===== src/rtl/operand_stack_pkg.sv =====
// operand_stack_pkg: stack-pointer op encodings and default depth shared by the operand stack.
package operand_stack_pkg;
  localparam logic [1:0] DES_2 = 2'd0;
  localparam logic [1:0] DES_1 = 2'd1;
  localparam logic [1:0] ADV_0 = 2'd2;
  localparam logic [1:0] ADV_1 = 2'd3;
  typedef enum logic [1:0] {
    OP_DES_2 = DES_2,
    OP_DES_1 = DES_1,
    OP_ADV_0 = ADV_0,
    OP_ADV_1 = ADV_1
  } sp_op_t;
  localparam int STACK_DEPTH = 16;
endpackage


===== src/rtl/operand_stack_spill_ram.sv =====
// stack_spill_ram: spill storage below top/second; sync write, async reads (third read port with OPSTACK_DBG_EN).
module stack_spill_ram #(
  parameter int N  = 14,
  parameter int W  = 8,
  parameter int AW = 4
) (
  input  logic          clk,
  input  logic          we_i,
  input  logic [AW-1:0] waddr_i,
  input  logic [W-1:0]  wdata_i,
  input  logic [AW-1:0] rd_a_i,
  input  logic [AW-1:0] rd_b_i,
  output logic [W-1:0]  rd_a_o,
  output logic [W-1:0]  rd_b_o
`ifdef OPSTACK_DBG_EN
  ,
  input  logic [AW-1:0] rd_c_i,
  output logic [W-1:0]  rd_c_o
`endif
);
  logic [W-1:0] mem [N];
  always_ff @(posedge clk)
    if (we_i) mem[waddr_i] <= wdata_i;
  // Addresses past the array come from wrapped pointers; the top masks those reads anyway.
  assign rd_a_o = (rd_a_i < AW'(N)) ? mem[rd_a_i] : '0;
  assign rd_b_o = (rd_b_i < AW'(N)) ? mem[rd_b_i] : '0;
`ifdef OPSTACK_DBG_EN
  assign rd_c_o = (rd_c_i < AW'(N)) ? mem[rd_c_i] : '0;
`endif
endmodule


===== src/rtl/operand_stack.sv =====
// operand_stack: register top/second plus spill RAM, with legality checks and sticky ovf/unf flags.
// Optional debug read port (dbg_idx/dbg_data) enabled by OPSTACK_DBG_EN.
module operand_stack
  import operand_stack_pkg::*;
#(
  parameter int DEPTH = STACK_DEPTH,
  parameter int W     = 8,
  localparam int CW   = $clog2(DEPTH+1),
  localparam int AW   = $clog2(DEPTH)
) (
  input  logic          CLK,
  input  logic          reset,
  input  logic          op_valid,
  input  logic [1:0]    sp_op,
  input  logic [W-1:0]  wr_data,
  output logic [W-1:0]  top_st,
  output logic [W-1:0]  snd_st,
  output logic [CW-1:0] count,
  output logic          empty,
  output logic          full,
  output logic          ovf_err,
  output logic          unf_err
`ifdef OPSTACK_DBG_EN
  ,
  input  logic [AW-1:0] dbg_idx,
  output logic [W-1:0]  dbg_data
`endif
);
  logic [W-1:0]  top_q, top_d, snd_q, snd_d, rd_a, rd_b;
  logic [CW-1:0] count_q, count_d;
  logic          ovf_q, ovf_d, unf_q, unf_d, we;
  logic [AW-1:0] waddr, ra, rb;
  assign waddr = AW'(count_q - CW'(2));
  assign ra    = AW'(count_q - CW'(3));
  assign rb    = AW'(count_q - CW'(4));
  assign empty = count_q == '0;
  assign full  = count_q == CW'(DEPTH);
`ifdef OPSTACK_DBG_EN
  logic [CW-1:0] di;
  logic [W-1:0]  rd_c;
  assign di       = CW'(dbg_idx);
  assign dbg_data = (di >= count_q) ? '0 : (di == '0) ? top_q : (di == CW'(1)) ? snd_q : rd_c;
`endif
  stack_spill_ram #(.N(DEPTH-2), .W(W), .AW(AW)) u_spill (
    .clk     (CLK),
    .we_i    (we),
    .waddr_i (waddr),
    .wdata_i (snd_q),
    .rd_a_i  (ra),
    .rd_b_i  (rb),
    .rd_a_o  (rd_a),
    .rd_b_o  (rd_b)
`ifdef OPSTACK_DBG_EN
    ,
    .rd_c_i  (AW'(count_q - CW'(1) - di)),
    .rd_c_o  (rd_c)
`endif
  );
  // Illegal ops only raise a flag; popped registers load 0 when nothing lies beneath them.
  always_comb begin
    top_d   = top_q;
    snd_d   = snd_q;
    count_d = count_q;
    ovf_d   = ovf_q;
    unf_d   = unf_q;
    we      = 1'b0;
    if (op_valid)
      case (sp_op_t'(sp_op))
        OP_ADV_1:
          if (full) ovf_d = 1'b1;
          else begin
            we      = count_q >= CW'(2);
            snd_d   = top_q;
            top_d   = wr_data;
            count_d = count_q + CW'(1);
          end
        OP_ADV_0:
          if (empty) unf_d = 1'b1;
          else top_d = wr_data;
        OP_DES_1:
          if (count_q < CW'(2)) unf_d = 1'b1;
          else begin
            top_d   = wr_data;
            snd_d   = (count_q >= CW'(3)) ? rd_a : '0;
            count_d = count_q - CW'(1);
          end
        default:
          if (count_q < CW'(2)) unf_d = 1'b1;
          else begin
            top_d   = (count_q >= CW'(3)) ? rd_a : '0;
            snd_d   = (count_q >= CW'(4)) ? rd_b : '0;
            count_d = count_q - CW'(2);
          end
      endcase
  end
  always_ff @(posedge CLK or posedge reset)
    if (reset) begin
      top_q   <= '0;
      snd_q   <= '0;
      count_q <= '0;
      ovf_q   <= 1'b0;
      unf_q   <= 1'b0;
    end else begin
      top_q   <= top_d;
      snd_q   <= snd_d;
      count_q <= count_d;
      ovf_q   <= ovf_d;
      unf_q   <= unf_d;
    end
  assign top_st  = top_q;
  assign snd_st  = snd_q;
  assign count   = count_q;
  assign ovf_err = ovf_q;
  assign unf_err = unf_q;
endmodule


===== config.mk =====
export PLATFORM = sky130hd
export DESIGN_NAME = operand_stack
export DESIGN_NICKNAME = d
export VERILOG_FILES = /design/src/rtl/operand_stack_pkg.sv /design/src/rtl/operand_stack_spill_ram.sv /design/src/rtl/operand_stack.sv
export SDC_FILE = /design/constraint.sdc
export NUM_CORES = 1
export LEC_CHECK = 0
export CORE_ASPECT_RATIO = 0.9
export CORE_MARGIN = 8
export CORE_UTILIZATION = 25
export DETAILED_ROUTE_END_ITERATION = 10
export DONT_BUFFER_PORTS = 1
export GPL_ROUTABILITY_DRIVEN = 0
export PLACE_DENSITY_LB_ADDON = 0.25
export SLEW_MARGIN = 20
export SYNTH_ARGS = -nofsm -noshare
export SYNTH_HDL_FRONTEND = slang
export SYNTH_HIERARCHICAL = 1
export SYNTH_SLANG_ARGS = --single-unit

===== constraint.sdc =====
create_clock -name CLK -period 5.5 [get_ports CLK]
set_input_delay 1.1 -clock CLK [delete_from_list [all_inputs] [get_ports CLK]]
set_output_delay 1.1 -clock CLK [all_outputs]
set_load 0.01 [all_outputs]

# After elaboration in Yosys (flattened, before gate mapping)
# Memories as Yosys holds them, arrays and structs flattened.
# Cells that the tools add are included.
# op_classes
n_addsub	5
n_mul	0
div_mod_pow	0
order_cmp	6
eq_ne	10
shifts	0
n_mux	24
bitwise_logic	2
n_reduce_logical	6
# ops
operator	count
2-to-1 mux 8 bit	10
one-hot mux 8 bit (3 select lines)	2
2-to-1 mux 5 bit	3
one-hot mux 5 bit (3 select lines)	1
greater-or-equal comparator 5 x 2 -> 1 bit (second input constant)	2
AND reduction 5 bit	2
< comparator 4 bit (second input constant)	2
!= test 2 bit (second input constant)	4
2-to-1 mux 1 bit	7
adder 5 x 1 -> 5 bit (second input constant)	1
equality test 5 bit (second input constant)	1
greater-or-equal comparator 5 x 3 -> 1 bit (second input constant)	1
zero test 5 bit	1
< comparator 5 x 2 -> 1 bit (second input constant)	1
subtractor 5 x 1 -> 5 bit (second input constant)	1
subtractor 5 x 2 -> 5 bit (second input constant)	1
equality test 2 bit (second input constant)	2
AND reduction 4 bit	1
subtractor 4 x 2 -> 4 bit (second input constant)	1
subtractor 4 x 3 -> 4 bit (second input constant)	1
!= test 3 x 1 -> 1 bit (second input constant)	1
AND reduction 3 bit	1
equality test 2 x 1 -> 1 bit (second input constant)	1
!= test 2 x 1 -> 1 bit (second input constant)	1
other kinds (3)	4
# totals
regBits	23
latchBits	0
mem_bits_rw	112
rom_bits	0
in_bits	13
out_inout_bits	25
elab_cells	59
memories	1
# memory_table
memory	depth	width	read_ports	rd_ports_with_merged_regs	write_ports	line	text
u_spill.mem	14	8	2	0	1	operand_stack_spill_ram.sv:21	logic [W-1:0] mem [N];

# Longest topological paths before layout
# depth
ltp_word	6
mapped_depth	11
mapped_depth_nobuf	10

# Modules after synthesis
# The synthesis kept the hierarchy.
# by_module_without_submodules
module	n_inst	cells_each	area_each_um2	seq_area_each_um2
stack_spill_ram	1	292	5327.6	3363.2
operand_stack	1	158	1534.0	575.6

# Least setup slack after synthesis
# OpenSTA, ideal clock, no wires.
# synth_path
path_type	input to register
startpoint	input port sp_op[0]
endpoint	memory u_spill.mem[0][0], enable pin
setup_ns	0.383
t_arrival_ns	3.075
t_required_ns	5.117
setup_slack_ns	2.041
path_stages	7
n_path_buf	1
cell_sequence	buf_2 inv_1 nor2_2 nand3_1 a31oi_1 or3b_2 nor3_1
# synth_via
elab_chain_len	5
# synth_lines
item	line	text
start, declared	operand_stack.sv:14	input logic [1:0] sp_op,
equality test 2 bit	operand_stack.sv:68	case (sp_op_t'(sp_op))
2-to-1 mux 1 bit	operand_stack.sv:68	
2-to-1 mux 1 bit	operand_stack.sv:67	if (op_valid)
net we	operand_stack.sv:31	logic ovf_q, ovf_d, unf_q, unf_d, we;
2-to-1 mux 1 bit	operand_stack_spill_ram.sv:23	if (we_i) mem[waddr_i] <= wdata_i;
2-to-1 mux 1 bit (implied by the code)	operand_stack_spill_ram.sv:23	
end, declared	operand_stack_spill_ram.sv:21	
# The timed path passes the listed nets, and every way through them passes these cells.

# Worst setup path in the final report
# layout_path
startpoint	register count_q[1], in the netlist count[1]
endpoint	register snd_q[6], in the netlist snd_st[6]
# layout_via
elab_chain_len	6
word_cells_on_any_way	20
classes_between	add/sub: 2; order compare: 5; eq/ne: 4; mux: 7; reduce/logical: 1; memory: 1
# layout_lines
item	line	text
start, declared	operand_stack.sv:30	logic [CW-1:0] count_q, count_d;
start signal, assigned	operand_stack.sv:106	count_q <= count_d;
subtractor 4 x 2 -> 4 bit (*)	operand_stack.sv:34	assign ra = AW'(count_q - CW'(3));
net ra[1]	operand_stack.sv:32	logic [AW-1:0] waddr, ra, rb;
memory read (14 x 8 bit) or < comparator 4 bit (tied branches)	-	
2-to-1 mux 8 bit (*)	operand_stack_spill_ram.sv:25	assign rd_a_o = (rd_a_i < AW'(N)) ? mem[rd_a_i] : '0;
net rd_a[6]	operand_stack.sv:29	logic [W-1:0] top_q, top_d, snd_q, snd_d, rd_a, rd_b;
2-to-1 mux 8 bit (*)	operand_stack.sv:84	snd_d = (count_q >= CW'(3)) ? rd_a : '0;
2-to-1 mux 8 bit (*)	operand_stack.sv:81	if (count_q < CW'(2)) unf_d = 1'b1;
one-hot mux 8 bit (3 select lines) (*)	operand_stack.sv:68	
end signal, assigned	operand_stack.sv:105	snd_q <= snd_d;
end, declared	operand_stack.sv:29	
# The timed path passes the listed nets; every way through them passes the cells marked *. The select of a mux whose other input is x is not followed.
# A chain may end at the register's enable or synchronous reset.

==> metrics.cfg <==
[pwr]
finalPower_mw = 4.64
switching_power_mw = 1.86
ir_worst_vdd_mv = 0.330
power_density_nw_per_um2 = 597
p_comb_share_pct = 43.4
p_int_mw = 2.78
p_seq_share_pct = 33.4
swShare_pct = 40.1
clock_power_share_pct = 23.1
p_leak_nw = 2.60

[route]
routed_wl_microns = 17900
ant_nets = 0
routed_via_density = 5.14
wl_per_cell_microns = 21.9
dr.pass1.iters = 6
route.detailed.drc = 0
vias = 4202
drtIter0Drc = 456

[global_routing]
grt_max_degree = 43
grt_pass1_wl_microns = 27400
grt_use_total_pct = 11.0
overflow = 0
antenna_found_initial = 0
grt_pass1_vias = 4165

[critical_path]
cp-end-kind = flop
cp.arrival_ns = 4.13
path_max_fanout = 25
worst_ep_required_time_ns = 5.79
crit_type = flop to flop
start_kind = flop

[floorplanning]
die_h_microns = 173
die_area_sq_um = 33000
fp.dieW_microns = 191
start_util_pct = 25.4
pin_count = 38
placeableCoreArea_sq_um = 27000
rows = 57

[synth]
syn_avg_cell_area_sq_um = 15.2
synth_most_common_cell = edfxtp_1
ys_async_sr_fraction_pct = 17.0
synth_top_area_share_pct = 49.0
synthFlopType = edfxtp_1
synth_largest_area_cell = edfxtp_1
synthesis.nets = 474
synth_edf_count = 112
ys_top_cells_by_area = edfxtp_1 49%, mux4_2 13%, dfrtp_1 8.4%, mux2i_1 3.2%, mux4_1 3.1%
synth_commonest_cells = 112 x edfxtp_1, 39 x mux4_2, 30 x o21ai_0
ys_seq_area_share_pct = 57.4
postSynthCellCount = 450
synth_area_sq_um = 6860
ys_seq_elements = 135
yosysWarnings = 6
yosysUniqueCellTypes = 54

[finish]
final_area_sq_um = 7780
fillers = 2646
diodes = 0
drive_gt1_share_pct = 21.6
final_nets = 474
area_delta_synth_final_pct = 13.3

[clock_tree]
cts_buffers = 17
clk_latency_ns = 0.42
cts_tree = done
clock_path_buffers = 2
cts_setup_buffers = 0
path_clk_slew_ns = 0.06
cts_resized = 0
cts.sinks = 135
ctsHoldBuffers = 0
root_buffer = clkbuf_16
cts-htree-levels = 4

[sta]
grt_setup_unrepaired = false
tns_ns = 0
fin_worst_skew_ns = 0.0105
fmax_ghz = 0.261
timing.slew.headroom_pct = 28.0
drv_slew = 0
hold_viol = 0
min_period_ns = 3.83
worst_slew_pin_slew_ns = 1.08
setup_violations = 0
post-route-period-util_pct = 69.7

[placed_design]
dp.final_hpwl_microns = 12300
io_buffer_count = 0
placed_area_sq_um = 7210

[job]
max_cap_viol_count = 0

[worst_hold_path]
hp-class = flop to flop

[run_status]
status = complete, no violations

-- path summary, 6_finish.rpt --
path / cells past startpoint / start / slack [ns] / to
worst min-delay path: 1 / unf_err / 0.53 / unf_err
worst max-delay path: 7 / count[1] / 1.67 / snd_st[6]
worst max register to register: 7 / count[1] / 1.67 / snd_st[6]
worst min register to register: 1 / unf_err / 0.53 / unf_err
min in group asynchronous: 1 / reset / 0.77 / top_st[3]
max in group asynchronous: 1 / reset / 4.10 / count[0]
-- cell usage in the layout (no fill, tap or decap), types with 6 or more instances in the layout --
cell type / n
a222oi_1: 8
nor2_1: 22
o31ai_1: 8
nor2b_1: 12
nand2_1: 13
mux2i_1: 22
a211oi_1: 10
dfrtp_1: 22
mux4_1: 8
clkbuf_16: 17
mux4_2: 39
ha_1: 10
o21ai_0: 30
nor3_1: 6
clkinvlp_4: 6
a22oi_1: 14
buf_4: 12
inv_1: 10
mux2_2: 6
edfxtp_1: 112
a21oi_1: 16
-- area by class of cell --
| cell class | count | area (sq um) | area share, % |
|---|---|---|---|
| timing repair buffer | 12 | 90.1 | 1.16 |
| tap | 354 | 443 | 5.70 |
| sequential | 135 | 3940 | 50.7 |
| clock buffer | 17 | 425 | 5.47 |
| clock inverter | 15 | 130 | 1.67 |
| inverter | 11 | 41.3 | 0.531 |
| multi-input combinational | 273 | 2710 | 34.8 |
-- routing by layer --
metal / share of wire, % / track usage, %
met3: 4.9 / 2.41
met4: 1.6 / 3.65
met5: 0 / 0
met2: 47 / 16.5
met1: 46 / 15.5
-- stage by stage --
stage / std cells / hold slack (ns) / setup WS (ns) / utilization [%]
after floorplan: 450 / 0.493 / 2.04 / -
after global placement: 785 / 0.523 / 1.74 / 26.7
after detailed placement: 785 / 0.528 / 1.66 / 26.7
after CTS: 817 / 0.540 / 1.64 / 28.7
after global routing: 817 / 0.568 / 1.42 / 28.8
final: 817 / 0.532 / 1.67 / 28.8
-- power groups by stage --
stage / combinational (mW) / clock [mW] / sequential [mW]
finish: 2.02 / 1.07 / 1.55
global route: 2.18 / 1.13 / 1.59
floorplan: 1.52 / 0 / 1.49
CTS: 2.02 / 1.09 / 1.57
global placement: 2.01 / 0 / 1.58
detailed placement: 2.02 / 0 / 1.59
-- critical path, stage by stage, from the launching register on --
cell      delay, ns
dfrtp_1        0.61
buf_4          0.43
inv_1          0.24
ha_1           1.05
mux4_1         0.42
mux4_2         0.51
a222oi_1       0.33
o31ai_1        0.10
-- flip-flops by register name (all words and copies together) (netlist names) --
name / count
top_st: 8
u_spill/mem: 112
snd_st: 8
unf_err: 1
count: 5
ovf_err: 1
-- cells by family after synthesis --
family / synth area share, %
AND/OR/NAND/NOR: 5.45
XOR/XNOR: 1.02
flip-flops: 57.4
AO/OA/AOI/OAI: 10.5
adder cells (fa/ha/maj): 2.12
multiplexers: 20.1
buffers and inverters: 3.46
Note: power is estimated with default switching activity, not from simulation.
